$ cat config.mk
export PLATFORM = sky130hd
export DESIGN_NAME = multi_cycle_control_flat
export DESIGN_NICKNAME = d
export VERILOG_FILES = /design/src/rtl/multi_cycle_control_if.sv /design/src/rtl/multi_cycle_control.sv /design/src/flat_wrapper.sv
export SDC_FILE = /design/constraint.sdc
export NUM_CORES = 1
export LEC_CHECK = 0
export ABC_CLOCK_PERIOD_IN_PS = 1500
export CAP_MARGIN = 20
export CORE_MARGIN = 2
export CORE_UTILIZATION = 25
export CTS_CLUSTER_SIZE = 12
export DETAILED_ROUTE_END_ITERATION = 12
export PLACE_DENSITY = 0.57
export SLEW_MARGIN = 20
export SYNTH_ARGS = -nofsm -noshare
export SYNTH_HDL_FRONTEND = slang
export SYNTH_SLANG_ARGS = --single-unit
$ cat constraint.sdc
create_clock -name clk -period 1.5 [get_ports clk]
set_input_delay 0.15 -clock clk [delete_from_list [all_inputs] [get_ports clk]]
set_output_delay 0.15 -clock clk [all_outputs]
set_load 0.02 [all_outputs]
$ cat src/rtl/multi_cycle_control_if.sv
// multi_cycle_control_if: opcode/funct/mem_ready in, datapath strobes out; jal_link only with MCC_JAL_EN
interface multi_cycle_control_if;
  logic [5:0] opcode;
  logic [5:0] funct;
  logic       mem_ready;
  logic       PCWrite, PCWriteCond, IorD, MemRead, MemWrite, IRWrite;
  logic       MemtoReg, RegDst, RegWrite, ALUSrcA, BNE, LUI;
  logic [1:0] ALUSrcB;
  logic [1:0] PCSource;
  logic [2:0] ALUop;
  logic [3:0] state;
  logic       mem_err;
  logic       illegal;
`ifdef MCC_JAL_EN
  logic       jal_link;
`endif
  modport master (
    input  opcode, funct, mem_ready,
    output PCWrite, PCWriteCond, IorD, MemRead, MemWrite, IRWrite,
    output MemtoReg, RegDst, RegWrite, ALUSrcA, BNE, LUI,
    output ALUSrcB, PCSource, ALUop, state, mem_err, illegal
`ifdef MCC_JAL_EN
    , output jal_link
`endif
  );
  modport slave (
    output opcode, funct, mem_ready,
    input  PCWrite, PCWriteCond, IorD, MemRead, MemWrite, IRWrite,
    input  MemtoReg, RegDst, RegWrite, ALUSrcA, BNE, LUI,
    input  ALUSrcB, PCSource, ALUop, state, mem_err, illegal
`ifdef MCC_JAL_EN
    , input jal_link
`endif
  );
endinterface

$ cat src/rtl/multi_cycle_control.sv
// multi_cycle_control: multicycle MIPS control FSM with memory-wait timeout; MCC_JAL_EN adds the jal state
module multi_cycle_control #(
  parameter int TIMEOUT = 16,
  parameter int CNT_W   = 5
) (
  input logic                   clk,
  input logic                   rst_n,
  multi_cycle_control_if.master bus
);
  typedef enum logic [3:0] {
    S_IF, S_ID, S_MADR, S_MRD, S_MWB, S_MWR, S_EXE, S_AWB, S_BR, S_JMP, S_IEXE, S_IWB, S_JAL
  } state_e;
  typedef struct packed {
    logic       pc_write, pc_write_cond, iord, mem_read, mem_write, ir_write;
    logic       mem_to_reg, reg_dst, reg_write, alu_src_a, bne, lui;
    logic [1:0] alu_src_b;
    logic [1:0] pc_source;
    logic [2:0] alu_op;
    logic       mem_err, illegal;
`ifdef MCC_JAL_EN
    logic       jal_link;
`endif
  } ctl_t;
`ifdef MCC_JAL_EN
  localparam bit JAL_EN = 1'b1;
`else
  localparam bit JAL_EN = 1'b0;
`endif
  localparam logic [CNT_W-1:0] LAST = CNT_W'(TIMEOUT == 0 ? 0 : TIMEOUT - 1);
  state_e           state_q, state_d;
  logic [CNT_W-1:0] cnt_q, cnt_d;
  logic             wait_st, tmo, r_ok;
  logic [2:0]       r_op, i_op;
  ctl_t             c;
  assign wait_st = state_q inside {S_IF, S_MRD, S_MWR};
  assign tmo     = TIMEOUT != 0 && wait_st && !bus.mem_ready && cnt_q == LAST;
  // counter only survives a self-loop while waiting; any state change clears it
  assign cnt_d   = (wait_st && !bus.mem_ready && !tmo) ? cnt_q + CNT_W'(!(&cnt_q)) : '0;
  always_ff @(posedge clk or negedge rst_n)
    if (!rst_n) begin
      state_q <= S_IF;
      cnt_q   <= '0;
    end else begin
      state_q <= state_d;
      cnt_q   <= cnt_d;
    end
  always_comb begin
    r_op = 3'b000;
    r_ok = 1'b1;
    case (bus.funct)
      6'h20:   r_op = 3'b010;
      6'h22:   r_op = 3'b110;
      6'h24:   r_op = 3'b000;
      6'h25:   r_op = 3'b001;
      6'h2a:   r_op = 3'b111;
      6'h02:   r_op = 3'b101;
      6'h26:   r_op = 3'b011;
      default: r_ok = 1'b0;
    endcase
  end
  always_comb begin
    i_op = 3'b000;
    case (bus.opcode)
      6'h08, 6'h0f: i_op = 3'b010;
      6'h0a:        i_op = 3'b111;
      6'h0d:        i_op = 3'b001;
      6'h0e:        i_op = 3'b011;
      default:      i_op = 3'b000;
    endcase
  end
  always_comb begin
    state_d = S_IF;
    case (state_q)
      S_IF:   state_d = bus.mem_ready ? S_ID : S_IF;
      S_ID:
        case (bus.opcode)
          6'h23, 6'h2b:                             state_d = S_MADR;
          6'h00:                                    state_d = S_EXE;
          6'h04, 6'h05:                             state_d = S_BR;
          6'h02:                                    state_d = S_JMP;
          6'h08, 6'h0a, 6'h0c, 6'h0d, 6'h0e, 6'h0f: state_d = S_IEXE;
          6'h03:                                    state_d = JAL_EN ? S_JAL : S_IF;
          default:                                  state_d = S_IF;
        endcase
      S_MADR: state_d = bus.opcode == 6'h23 ? S_MRD : bus.opcode == 6'h2b ? S_MWR : S_IF;
      S_MRD:  state_d = bus.mem_ready ? S_MWB : tmo ? S_IF : S_MRD;
      S_MWR:  state_d = (bus.mem_ready || tmo) ? S_IF : S_MWR;
      S_EXE:  state_d = r_ok ? S_AWB : S_IF;
      S_IEXE: state_d = S_IWB;
      default: state_d = S_IF;
    endcase
  end
  // a timed-out wait cycle drops its memory strobe and raises only mem_err
  always_comb begin
    c = '0;
    case (state_q)
      S_IF: begin
        c.mem_read  = !tmo;
        c.ir_write  = bus.mem_ready;
        c.pc_write  = bus.mem_ready;
        c.alu_src_b = 2'b01;
        c.alu_op    = 3'b010;
        c.mem_err   = tmo;
      end
      S_ID: begin
        c.alu_src_b = 2'b11;
        c.alu_op    = 3'b010;
        c.illegal   = state_d == S_IF;
      end
      S_MADR: begin
        c.alu_src_a = 1'b1;
        c.alu_src_b = 2'b10;
        c.alu_op    = 3'b010;
      end
      S_MRD: begin
        c.mem_read = !tmo;
        c.iord     = 1'b1;
        c.mem_err  = tmo;
      end
      S_MWB: begin
        c.reg_write  = 1'b1;
        c.mem_to_reg = 1'b1;
      end
      S_MWR: begin
        c.mem_write = !tmo;
        c.iord      = 1'b1;
        c.mem_err   = tmo;
      end
      S_EXE: begin
        c.alu_src_a = 1'b1;
        c.alu_op    = r_op;
        c.illegal   = !r_ok;
      end
      S_AWB: begin
        c.reg_write = 1'b1;
        c.reg_dst   = 1'b1;
      end
      S_BR: begin
        c.alu_src_a     = 1'b1;
        c.alu_op        = 3'b110;
        c.pc_write_cond = 1'b1;
        c.pc_source     = 2'b01;
        c.bne           = bus.opcode == 6'h05;
      end
      S_JMP: begin
        c.pc_write  = 1'b1;
        c.pc_source = 2'b10;
      end
      S_IEXE: begin
        c.alu_src_a = 1'b1;
        c.alu_src_b = 2'b10;
        c.alu_op    = i_op;
        c.lui       = bus.opcode == 6'h0f;
      end
      S_IWB: begin
        c.reg_write = 1'b1;
        c.lui       = bus.opcode == 6'h0f;
      end
      S_JAL: begin
        c.pc_write  = 1'b1;
        c.pc_source = 2'b10;
        c.reg_write = 1'b1;
`ifdef MCC_JAL_EN
        c.jal_link  = 1'b1;
`endif
      end
      default: ;
    endcase
  end
  assign {bus.PCWrite, bus.PCWriteCond, bus.IorD, bus.MemRead, bus.MemWrite, bus.IRWrite,
          bus.MemtoReg, bus.RegDst, bus.RegWrite, bus.ALUSrcA, bus.BNE, bus.LUI,
          bus.ALUSrcB, bus.PCSource, bus.ALUop, bus.mem_err, bus.illegal
`ifdef MCC_JAL_EN
          , bus.jal_link
`endif
         } = rst_n ? c : '0;
  assign bus.state = rst_n ? state_q : S_IF;
endmodule

$ cat src/flat_wrapper.sv
// flat-port wrapper written by rule: the top's interface ports become plain ports
module multi_cycle_control_flat 
#(
  parameter int TIMEOUT = 16,
  parameter int CNT_W   = 5
)
  (clk, rst_n, bus_opcode, bus_funct, bus_mem_ready, bus_PCWrite, bus_PCWriteCond, bus_IorD, bus_MemRead, bus_MemWrite, bus_IRWrite, bus_MemtoReg, bus_RegDst, bus_RegWrite, bus_ALUSrcA, bus_BNE, bus_LUI, bus_ALUSrcB, bus_PCSource, bus_ALUop, bus_state, bus_mem_err, bus_illegal);
  multi_cycle_control_if bus_i ();
  input logic clk;
  input logic rst_n;
  input wire logic [$bits(bus_i.opcode)-1:0] bus_opcode;
  input wire logic [$bits(bus_i.funct)-1:0] bus_funct;
  input wire logic [$bits(bus_i.mem_ready)-1:0] bus_mem_ready;
  output wire logic [$bits(bus_i.PCWrite)-1:0] bus_PCWrite;
  output wire logic [$bits(bus_i.PCWriteCond)-1:0] bus_PCWriteCond;
  output wire logic [$bits(bus_i.IorD)-1:0] bus_IorD;
  output wire logic [$bits(bus_i.MemRead)-1:0] bus_MemRead;
  output wire logic [$bits(bus_i.MemWrite)-1:0] bus_MemWrite;
  output wire logic [$bits(bus_i.IRWrite)-1:0] bus_IRWrite;
  output wire logic [$bits(bus_i.MemtoReg)-1:0] bus_MemtoReg;
  output wire logic [$bits(bus_i.RegDst)-1:0] bus_RegDst;
  output wire logic [$bits(bus_i.RegWrite)-1:0] bus_RegWrite;
  output wire logic [$bits(bus_i.ALUSrcA)-1:0] bus_ALUSrcA;
  output wire logic [$bits(bus_i.BNE)-1:0] bus_BNE;
  output wire logic [$bits(bus_i.LUI)-1:0] bus_LUI;
  output wire logic [$bits(bus_i.ALUSrcB)-1:0] bus_ALUSrcB;
  output wire logic [$bits(bus_i.PCSource)-1:0] bus_PCSource;
  output wire logic [$bits(bus_i.ALUop)-1:0] bus_ALUop;
  output wire logic [$bits(bus_i.state)-1:0] bus_state;
  output wire logic [$bits(bus_i.mem_err)-1:0] bus_mem_err;
  output wire logic [$bits(bus_i.illegal)-1:0] bus_illegal;
  assign bus_i.opcode = bus_opcode;
  assign bus_i.funct = bus_funct;
  assign bus_i.mem_ready = bus_mem_ready;
  assign bus_PCWrite = bus_i.PCWrite;
  assign bus_PCWriteCond = bus_i.PCWriteCond;
  assign bus_IorD = bus_i.IorD;
  assign bus_MemRead = bus_i.MemRead;
  assign bus_MemWrite = bus_i.MemWrite;
  assign bus_IRWrite = bus_i.IRWrite;
  assign bus_MemtoReg = bus_i.MemtoReg;
  assign bus_RegDst = bus_i.RegDst;
  assign bus_RegWrite = bus_i.RegWrite;
  assign bus_ALUSrcA = bus_i.ALUSrcA;
  assign bus_BNE = bus_i.BNE;
  assign bus_LUI = bus_i.LUI;
  assign bus_ALUSrcB = bus_i.ALUSrcB;
  assign bus_PCSource = bus_i.PCSource;
  assign bus_ALUop = bus_i.ALUop;
  assign bus_state = bus_i.state;
  assign bus_mem_err = bus_i.mem_err;
  assign bus_illegal = bus_i.illegal;
  multi_cycle_control #(.TIMEOUT(TIMEOUT), .CNT_W(CNT_W)) u_core (.clk(clk), .rst_n(rst_n), .bus(bus_i));
endmodule
-- Word level (Yosys, flattened, before mapping)
Memories as Yosys holds them, arrays and structs flattened.
Index checks and enable logic that the tools add are counted.
- add/subtract/negate cells: 1
- eq/ne operators: 28
- multiplexer cells: 31
- reductions and logical operators: 23
- operator list (kind ; number):
    6-bit == test (second input constant) ; 8
    6-bit by 4-bit == test with 1-bit output (second input constant) ; 5
    4-bit case mux with 7 select lines ; 1
    3-bit case mux with 4 select lines ; 2
    21-bit 2-to-1 mux ; 1
    4-bit == test (second input constant) ; 5
    3-bit case mux with 6 select lines ; 1
    4-bit by 3-bit == test with 1-bit output (second input constant) ; 4
    1-bit 2-to-1 mux ; 14
    4-bit 2-to-1 mux ; 3
    2-bit OR reduction ; 6
    3-bit 2-to-1 mux ; 3
    4-bit by 2-bit == test with 1-bit output (second input constant) ; 2
    4-bit logical NOT ; 2
    4-bit OR reduction ; 2
    7-bit OR reduction ; 1
    6-bit by 2-bit == test with 1-bit output (second input constant) ; 1
    6-bit by 3-bit == test with 1-bit output (second input constant) ; 1
    2-bit case mux with 3 select lines ; 1
    3-bit OR reduction ; 2
    5-bit by 1-bit adder with 5-bit output ; 1
    5-bit by 4-bit == test with 1-bit output (second input constant) ; 1
    5-bit 2-to-1 mux ; 1
    5-bit AND reduction ; 1
    8 further kinds ; 14
- register bits: 9
- memory bits (read-only): 256
- input bits: 15
- output and inout port bits: 25
- logic and storage cells: 86
- memories: 1
- memories (memory ; words ; bits a word ; read ports ; clocked after Yosys merged registers in ; wr ports ; line ; text):
    (no name shown) ; 64 ; 4 ; 1 ; 0 ; 0 ; multi_cycle_control.sv:76 ; case (bus.opcode)

-- Longest topological paths before layout
- word-level depth: 10
- mapped depth: 8
- mapped depth without buffers: 8

-- Worst setup path before layout
OpenSTA, ideal clock, no wires.
- kind: reg2out
- from: register u_core.state_q[1]
- to: output bus_BNE
- arrival time: 1.820 ns
- data required time: 1.350 ns
- slack: -0.470 ns
- stages on the path, launching flop included: 6
- path buffers: 2
- cell sequence: dfrtp_1 buf_6 clkbuf_1 nand2b_1 nor3_1 and3_1
- cells in the longest elaborated chain, start to end: 3
- RTL lines (element ; line ; text):
    from (decl) ; multi_cycle_control.sv:30 ; state_e state_q, state_d;
    from (signal assigned) ; multi_cycle_control.sv:44 ; state_q <= state_d;
    4-bit == test ; multi_cycle_control.sv:96 ; case (state_q)
    1-bit 2-to-1 mux ; multi_cycle_control.sv:96 ;
    21-bit 2-to-1 mux ; multi_cycle_control.sv:176 ; } = rst_n ? c : '0;
    to (decl) ; flat_wrapper.sv:24 ; output wire logic [$bits(bus_i.BNE)-1:0] bus_BNE;
Every way passes these cells.

-- Worst setup path after layout
- from: register u_core.state_q[1]
- to: output bus_illegal
- cells in the longest elaborated chain, start to end: 10
- elaborated cells between the ends (all ways): 18
- classes of those cells: eq/ne (6); mux (6); reduce/logical (6)
- RTL lines (element ; line ; text):
    4-bit by 2-bit == test with 1-bit output, or another cell as far along ; multi_cycle_control.sv:35, multi_cycle_control.sv:73 ;
    3-bit nonzero test ; multi_cycle_control.sv:35 ; assign wait_st = state_q inside {S_IF, S_MRD, S_MWR};
    1-bit logical AND (2 in series) ; multi_cycle_control.sv:36 ; assign tmo = TIMEOUT != 0 && wait_st && !bus.mem_ready && cnt_q == LAST;
    2-bit 2-to-1 mux ; multi_cycle_control.sv:86 ; S_MRD: state_d = bus.mem_ready ? S_MWB : tmo ? S_IF : S_MRD;
    4-bit 2-to-1 mux ; multi_cycle_control.sv:86 ;
    4-bit case mux with 7 select lines (*) ; multi_cycle_control.sv:73 ; case (state_q)
    named net u_core.state_d[1] ; multi_cycle_control.sv:30 ;
    4-bit logical NOT (*) ; multi_cycle_control.sv:108 ; c.illegal = state_d == S_IF;
    1-bit case mux with 2 select lines (*) ; multi_cycle_control.sv:96 ;
    21-bit 2-to-1 mux (*) ; multi_cycle_control.sv:176 ;
    to (decl) ; flat_wrapper.sv:31 ; output wire logic [$bits(bus_i.illegal)-1:0] bus_illegal;
The timed path passes the listed nets; every way through them passes the cells marked *.

==> flow_summary.json <==
{
  "status": "complete, but fails checks",
  "violations": "negative setup slack",
  "place_area_um2": 2130,
  "grt_pass1_wl_um": 7600,
  "die_x_um": 71.5,
  "ctsHtreeMaxLevel": 1,
  "io_buffer_count": 39,
  "synth-warning-count": 0,
  "worstPathArrival_ns": 1.94,
  "grt_use_total_pct": 18.5,
  "fillers": 371,
  "stdcell_area_um2": 2760,
  "fin_ws_ns": -0.586,
  "required_ns": 1.35,
  "drtAntennaViolNets": 0,
  "max_clock_freq_mhz": 479,
  "crit_start": "u_core.state_q[1]",
  "grt_max_degree": 10,
  "power_density_nw_per_um2": 505,
  "final_cells": 330,
  "start_util_pct": 26.0,
  "dp_cells": 303,
  "cts.sinks": 9,
  "async_flop_share_pct": 100,
  "rrSetupSlack_ns": -0.36,
  "core_um2": 4380,
  "synth_area_um2": 1140,
  "num_io_pins": 40,
  "fin_crit_ns": 2.09,
  "groute.layer.met1.usage_pct": 24.7,
  "gr-total-overflow": 0,
  "grt_pass1_vias": 1588,
  "drc": 0,
  "final-setup-viol-count": 31,
  "clk_latency_ns": 0.24,
  "area_growth_pct": 142,
  "synth_area_leader_cell": "dfrtp_1",
  "worst_slew_pin_slew_ns": 0.377,
  "maxSlewViolCount": 0,
  "antenna_cells": 0,
  "fin_crit_sh_pct": 139,
  "worstHoldPathType": "in -> async",
  "drt_wl_total_um": 5020,
  "cts_made_buffers": 3,
  "clkTransAtPathRegs_ns": 0.06,
  "slowest_delay_ns": 0.43,
  "path_class": "reg -> out",
  "yosys_register_bits": 9,
  "die_y_um": 71.5,
  "cts-root-buf": "clkbuf_8",
  "cts_tree": "built",
  "ys_types": 51,
  "p_total_uw": 1390,
  "hold_viol_final": 0,
  "crit_fanout": 5,
  "r2r_start": "u_core.state_q[1]",
  "top_usage_layer": "met2",
  "rsz0062_at_grt": "yes",
  "cp-start-kind": "flip-flop",
  "worst_setup_path_end_kind": "output pin",
  "r2r_end": "u_core.cnt_q[3]",
  "cap_viol_max_count": 0,
  "gr-usage-met3_pct": 2.95,
  "place.gp.congestion": 0.834,
  "synthCells": 158,
  "yosysSeqAreaShare_pct": 19.8,
  "syn_area_per_cell_um2": 7.21,
  "cts_buffer_depth": 2,
  "dp_hpwl_um": 3220,
  "rows": 24,
  "skew_ns": 0.0157,
  "synth-edff-count": 0,
  "drt_iter0_markers": 58,
  "layout.nets": 296,
  "place_ws_ns": -1.02,
  "grt_antenna_before_repair": 0,
  "cp_slowest_cell": "dfrtp_2",
  "setup_tns_ns": -8.31,
  "detail_route.wl_per_cell_um": 15.2,
  "vias": 1653,
  "synth.top_cell.area_share_pct": 19.8,
  "ys.flop_type": "dfrtp_1",
  "slew_headroom_pct": 74.7,
  "die_area_um2": 5120,
  "path_cells": "buf_4, nand2b_4, o21a_1, o22ai_2, or3b_4, o31ai_4, buf_6",
  "p_leak_uw": 0.00127,
  "cts_hold_buffers": 0,
  "drive_gt1_share_pct": 68.0,
  "netlist_top_cells_area": "dfrtp_1 (20%), nor2_1 (6.3%), nor3_1 (4.8%), nor2b_1 (4.4%), nand3_1 (4.0%)",
  "worst_r2r_path_depth": 9,
  "dr.pass1.iters": 4,
  "viasPerCell": 5.01,
  "syn_nets": 175,
  "use_met2_pct": 31.9,
  "ir_worst_vdd_mv": 0.288
}
==> metal layers <==
layer | share of wire (%) | wire length (um)
met3 | 4.2 | 212
met2 | 51 | 2580
met4 | 1.3 | 63
met5 | 0 | 0
met1 | 43 | 2170
==> logic make-up (layout without fill, tap and decap cells) <==
logic type | Yosys count | after routing | synth area share [%]
AND/OR/NAND/NOR | 92 | 92 | 45.3
AO/OA/AOI/OAI | 29 | 29 | 17.9
buffers and inverters | 17 | 137 | 7.57
flip-flops | 9 | 9 | 19.8
XOR/XNOR | 7 | 7 | 5.38
adder cells (fa/ha/maj) | 2 | 2 | 2.20
multiplexers | 2 | 2 | 1.87
==> layout make-up <==
class | count | area [um2] | share of cell area [%]
Inverter | 6 | 22.5 | 0.817
Multi-Input combinational cell | 132 | 1230 | 44.8
Tap cell | 52 | 65.1 | 2.36
Timing Repair Buffer | 127 | 1160 | 42.1
Sequential cell | 9 | 230 | 8.36
Clock buffer | 4 | 45.0 | 1.63
==> worst max path at each step <==
stage / endpoint / slack [ns] / depth (start not counted)
floorplan: bus_BNE / -0.12 / 5
global placement: bus_illegal / -1.0 / 7
detailed placement: bus_illegal / -1.02 / 7
CTS: bus_illegal / -0.54 / 6
global route: bus_illegal / -0.65 / 8
finish: bus_illegal / -0.59 / 7
==> metrics by stage <==
step                hold slack [ns]  utilization (%)
floorplan                    -0.146                -
global placement              0.592             48.5
detailed placement            0.595             48.5
CTS                           0.114             56.3
global route                  0.149             62.8
finish                        0.125             62.8
==> cell usage after synthesis, drive strengths merged, types with 4 or more instances <==
library cell / number
o21ai: 7
xor2: 4
and2: 6
buf: 7
nor3: 11
dfrtp: 9
inv: 6
nand2b: 6
nor4: 4
nor2: 19
nand3: 9
a21oi: 5
nor2b: 9
nand2: 10
clkbuf: 4
==> power by group <==
group	switching [uW]	total, uW	internal, uW	leakage, uW
logic	382	810	429	0.00113
registers	24.6	287	263	0.000116
clock network	108	293	186	0.0000228
total	514	1390	877	0.00127
==> sequential cells by signal, summed over array words and instances (netlist names) <==
| register | cells |
|---|---|
| u_core.cnt_q | 5 |
| u_core.state_q | 4 |
==> repair_timing <==
| item | 4_1_cts | 5_1_grt |
|---|---|---|
| pin swaps | 20 | 19 |
| resized for setup | 199 | 64 |
| gates cloned | 0 | 0 |
| setup buffers | 16 | 14 |
| setup endpoints to repair | 33 | 32 |
==> critical path: cells and delay by family (launching register included) <==
kind                   cells  cell delay [ns]
AND/OR/NAND/NOR            2             0.54
buffers and inverters      2             0.29
flip-flops                 1             0.43
AO/OA/AOI/OAI              3             0.44
==> cell usage in the layout, fill, tap and decap left out, types with 3 or more instances in the layout <==
cell type,n
nand2b_4,5
nand3_1,6
nor2b_1,5
nor2_4,3
dfrtp_2,4
buf_4,59
nor2_1,10
inv_1,5
nor2_2,6
buf_6,49
nor3_4,5
xor2_1,4
buf_2,5
o21ai_0,3
nand2_1,7
o21ai_2,3
clkbuf_8,3
nor3_1,5
dlygate4sd2_1,9
and2_4,5
nor4_4,4
dfrtp_1,5
No activity file was read; power rests on OpenSTA's default activity.
